`src/rtl/chattering.sv`:
```
// rtl/chattering.sv - push-button debouncer (chattering filter)
//
// Purpose:
//   Brings a raw, asynchronous, bouncing push-button level into the clk
//   domain. The level is sampled once per tick. The debounced output moves
//   only after STABLE_SAMPLES consecutive samples agree.
//
// Parameters:
//   CLK_DIV         clk cycles per sample tick (>= 2)
//   STABLE_SAMPLES  consecutive equal samples needed to change btn_out (>= 2)
//
// Ports:
//   clk      in   system clock, rising-edge active
//   rst      in   asynchronous active-low reset
//   btn      in   raw button level, asynchronous; released = 1, pressed = 0
//   btn_out  out  debounced button level, same polarity as btn, registered
`timescale 1ns/1ps

module chattering #(
   parameter int CLK_DIV        = 50000,
   parameter int STABLE_SAMPLES = 4
) (
   input  logic clk,
   input  logic rst,
   input  logic btn,
   output logic btn_out
);

   localparam int CW = (CLK_DIV > 1) ? $clog2(CLK_DIV) : 1;
   localparam logic [CW-1:0] COUNT_LAST = CW'(CLK_DIV - 1);

   logic                      sync1;
   logic                      sync2;
   logic [CW-1:0]             count;
   logic                      tick;
   logic [STABLE_SAMPLES-1:0] samples;
   logic [STABLE_SAMPLES-1:0] samples_next;

   // Tick is a one-cycle strobe on the last count value, so tick edges are
   // exactly CLK_DIV cycles apart across the wrap.
   assign tick = (count == COUNT_LAST);

   // Vector the sample register will hold after this tick edge; btn_out is
   // decided from it so the decision and the shift happen on the same edge.
   assign samples_next = {samples[STABLE_SAMPLES-2:0], sync2};

   always_ff @(posedge clk or negedge rst) begin
      if (!rst) begin
         sync1   <= 1'b1;
         sync2   <= 1'b1;
         count   <= '0;
         samples <= '1;
         btn_out <= 1'b1;
      end else begin
         // Two-flop synchroniser for the asynchronous button level.
         sync1 <= btn;
         sync2 <= sync1;

         if (tick) begin
            count <= '0;
         end else begin
            count <= count + CW'(1);
         end

         if (tick) begin
            samples <= samples_next;
            // Mixed samples leave btn_out untouched, so alternating or
            // glitchy samples hold the last stable level.
            if (&samples_next) begin
               btn_out <= 1'b1;
            end else if (~|samples_next) begin
               btn_out <= 1'b0;
            end
         end
      end
   end

endmodule

```
`config.mk`:
```
export PLATFORM = sky130hd
export DESIGN_NAME = chattering
export DESIGN_NICKNAME = d
export VERILOG_FILES = /design/src/rtl/chattering.sv
export SDC_FILE = /design/constraint.sdc
export NUM_CORES = 1
export LEC_CHECK = 0
export BUFFER_PORTS_ARGS = -buffer_cell sky130_fd_sc_hd__buf_2
export CAP_MARGIN = 15
export CORE_AREA = 2 2 60 62
export DETAILED_ROUTE_END_ITERATION = 16
export DIE_AREA = 0 0 62 64
export PLACE_DENSITY_LB_ADDON = 0.08
export SYNTH_ARGS = -nofsm -noshare
export SYNTH_HDL_FRONTEND = slang
export SYNTH_SLANG_ARGS = --single-unit
```
`constraint.sdc`:
```
create_clock -name clk -period 2 [get_ports clk]
set_input_delay 0.2 -clock clk [delete_from_list [all_inputs] [get_ports clk]]
set_output_delay 0.2 -clock clk [all_outputs]
set_load 0.1 [all_outputs]
```
# Word-level counts from Yosys, hierarchy flattened
# Cells that the tools add are included.
# Widths: inputs -> output; s select.
[word_totals]
in_bits = 3
reg_bits = 22
out_inout_bits = 1
elab_cells = 14
[op_classes]
n_reduce_logical = 3
eq_ne = 2
add_sub_neg = 1
n_mux = 3
[op_table]
columns = ["cell", "count"]
rows = [
  ["$add 16x1->16 const B", 1],
  ["$eq 16x16->1 const B", 1],
  ["$mux 16", 1],
  ["$reduce_and 4->1", 1],
  ["$reduce_or 4->1", 1],
  ["$mux 1", 2],
  ["$ne 2x2->1 const B", 1],
  ["$reduce_and 2->1", 1],
]

# Depth between registers and ports, before layout
[depth]
depth_word = 3
mapped_depth = 7

# Worst setup path before layout
# OpenSTA, ideal clock, no wires.
[synth_timing]
path_kind = "register to register"
start = "reg count[0]"
end = "reg btn_out"
setup_time_ps = 87
arrival_ps = 1399
setup_slack_ps = 514
path_stages_with_launch = 8
n_path_buf = 2
required_ps = 1913
path_cell_list = "dfrtp_1 -> ha_1 -> and3_1 -> buf_2 -> and4_1 -> buf_4 -> a41oi_1 -> a21oi_1"
[synth_via]
elab_chain_cells = 2
[synth_lines]
columns = ["item", "line_no", "text"]
rows = [
  ["start, declared", "34", "logic [CW-1:0] count;"],
  ["start signal, assigned", "62", "count <= count + CW'(1);"],
  ["$eq 16x16->1", "41", "assign tick = (count == COUNT_LAST);"],
  ["$reduce_and 2->1 (no source line)", "-", ""],
  ["end signal, assigned", "53", "btn_out <= 1'b1;"],
  ["end signal, assigned", "70", "btn_out <= 1'b1;"],
  ["end signal, assigned", "72", "btn_out <= 1'b0;"],
  ["end, declared", "26", "output logic btn_out"],
]
# No other way between the ends.
# A chain may end at the register's enable or synchronous reset.

# Worst setup path in the final report
# Ends and elaborated chain as after synthesis.

==> flow_metrics.tcl <==
set metrics [dict create \
    cts_setup_buffers 0 \
    stdcell_area_um2 1090 \
    clkTransAtPathRegs_ns 0.13 \
    crit_chain "ha_1 -> and3_1 -> and4_1 -> a41oi_1 -> a21oi_1" \
    reg2reg_depth 5 \
    initial_utilization 0.296 \
    worst_hold_path_type "input pin to async pin" \
    synth_nets 88 \
    antenna_found_initial 0 \
    grt_pass1_vias 637 \
    setup_violations 0 \
    numCtsBuffers 3 \
    fin_tns_setup_ns 0 \
    clockBufferDepth 2 \
    ir_drop_v 0.000351 \
    cp_slowest_cell "and4_1" \
    wl_per_cell_um 12.1 \
    layout-drive-gt1-share 0.209 \
    crit_fanout 10 \
    met2_usage 0.143 \
    vias_per_cell 4.33 \
    p_per_area_nw_per_um2 650 \
    critPathLaunch "count[0]" \
    cts_max_level 1 \
    crit_family "simple AND/OR/NAND/NOR gates" \
    critical_path_required_ns 2.24 \
    endpoint_kind "register" \
    ys_warn_count 0 \
    switching_share 0.203 \
    timing.fmax_ghz 0.589 \
    insertion_delay_ns 0.31 \
    grt.busiest_layer "met2" \
    holdBufCountCts 2 \
    leakage_uw 0.000459 \
    cts_tree "yes" \
    critPathLaunchType "register" \
    track_usage 0.101 \
    die-area_um2 3970 \
    place_area_um2 1030 \
    core-area_um2 3280 \
    gr-total-overflow 0 \
    path_depth 5 \
    max-cap-violations 0 \
    outcome "completed" \
    synthArstFlopShare 1.00 \
    cp-endpoint "btn_out" \
    reg2reg_from "count[0]" \
    grt_pass1_wl_um 2890 \
    dr.pass1.iters 4 \
    drv_slew 0 \
    fin_skew_ns 0.00945 \
    path_buf_inv 0 \
    dp_hpwl_um 1150 \
    synth_cell_types 27 \
    die_y_um 64 \
    gp_congestion 0.687 \
    final_nets 96 \
    vias 593 \
    synth-seq-cells 22 \
    cts.sinks 22 \
    postRouteAntennaNets 0 \
    cts_resized 0 \
    synth-main-ff-cell "dfrtp_1" \
    fin_crit_sh 0.849 \
    drtIter0Drc 16 \
    syn_avg_cell_area_um2 11.6 \
    ys_seq_area_frac 0.574 \
    synthesis.instances 84 \
    root_buffer "clkbuf_4" \
    portBuffers 3 \
    drc 0 \
    ff2ff_setup_slack_ns 0.30 \
    critical_path_class "register to register" \
    synth.most_common_cell "dfrtp_1" \
    arrival_ns 1.94 \
    synthTopCellsByArea "dfrtp_1 41%, dfstp_2 16%, xor2_1 5.4%" \
    hold_violations 0 \
    grt_use_met3 0.0364 \
    syn_to_final_growth_pct 12.0 \
    grt_setup_unrepaired "no" \
    synth_top_area_cell "dfrtp_1" \
    clockPowerShare 0.346 \
    min_period_ns 1.70 \
    netlist_top_cells_count "16 x dfrtp_1, 12 x nand2_1, 6 x dfstp_2, 6 x nor2_1, 6 x xor2_1" \
    synth_top_area_share 0.412 \
    ios 4 \
    dieWidth_um 62 \
    synthesis.area_um2 972 \
    relSlewSlack 0.678 \
    fill_cells 334 \
    met1_usage 0.134 \
    cpPeakStageDelay_ns 0.45 \
    worst_pin_slew_ns 0.487 \
    antennaDiodeCount 0 \
    p_switching_uw 144 \
    grt_max_degree 23 \
    sequentialPowerShare 0.636 \
    totalWireLength_um 1660 \
    power_frac_comb 0.018 \
    internal_power_uw 564 \
    synth_edf_count 0 \
    rr_endpoint "btn_out" \
    rows 21 \
]
[metal layers]
metal | part of all wire | wire length, um | vias to the layer above
li1 | - | - | 307
met1 | 0.52 | 861 | 280
met2 | 0.44 | 736 | 4
met3 | 0.020 | 33 | 2
met4 | 0.014 | 24 | 0
met5 | 0 | 0 | -
[cells by family after synthesis]
kind of cell / Yosys count / share of synthesized area
compound gates: 8 / 0.0489
xor+xnor: 11 / 0.0991
fa+ha+maj: 1 / 0.0129
buf+inv: 3 / 0.0167
flops: 22 / 0.574
mux: 1 / 0.0103
simple gates: 38 / 0.238
[registers in the layout, indices dropped and copies added, names as in the netlist]
| name | count |
|---|---|
| count | 16 |
| sync1 | 1 |
| sync2 | 1 |
| btn_out | 1 |
| samples | 3 |
[placed cells by master (no fill, tap or decap)]
cell type / n
and4_4: 1
clkbuf_4: 3
nor4b_2: 1
or3_1: 1
and4bb_2: 2
ha_1: 1
clkbuf_8: 1
dfrtp_1: 16
buf_2: 3
o41ai_1: 1
inv_1: 1
xor2_1: 6
nor3_1: 1
and2_1: 1
mux2i_1: 1
and3_2: 1
and3_1: 2
and4_1: 2
a21oi_1: 2
nand3_4: 1
a41oi_1: 1
nand4_1: 4
nor2_1: 6
o21ai_0: 4
dfstp_2: 6
nand3_1: 3
xnor2_1: 5
nand2_1: 12
dlygate4sd3_1: 2
[area by class of cell]
cell class / instances / area (um2) / area share
inverters: 1 / 3.75 / 0.00345
well taps: 46 / 57.6 / 0.0529
repair buffers: 5 / 35.0 / 0.0322
multi-input cells: 59 / 398 / 0.366
clock buffers: 4 / 36.3 / 0.0333
flip-flops and latches: 22 / 558 / 0.513
[power groups by stage]
stage	sequential, uW	combinational [uW]	clock [uW]
6_report	450	12.6	245
3_3_place_gp	458	11.1	0
3_5_place_dp	458	10.7	0
5_1_grt	450	15.4	285
4_1_cts	450	13.8	264
2_1_floorplan	458	0.0519	0
[stage by stage]
step	instances	total power, uW	setup WS, ns	hold slack (ns)	util
finish	137	708	0.302	0.361	0.331
global route	137	751	0.141	0.373	0.331
CTS	137	728	0.285	0.367	0.331
detailed placement	131	469	0.287	0.192	0.314
global placement	131	469	0.364	0.201	0.314
floorplan	84	458	0.514	-0.0956	-
[how the worst min path moves through the flow]
stage	from	endpoint	slack, ns	depth (start not counted)
6_report	rst	count[13]	0.36	2
2_1_floorplan	rst	count[0]	-0.1	0
3_3_place_gp	rst	count[12]	0.20	1
3_5_place_dp	rst	count[12]	0.19	1
5_1_grt	sync1	sync2	0.37	0
4_1_cts	rst	count[12]	0.37	2
(Power assumes the default switching activity.)
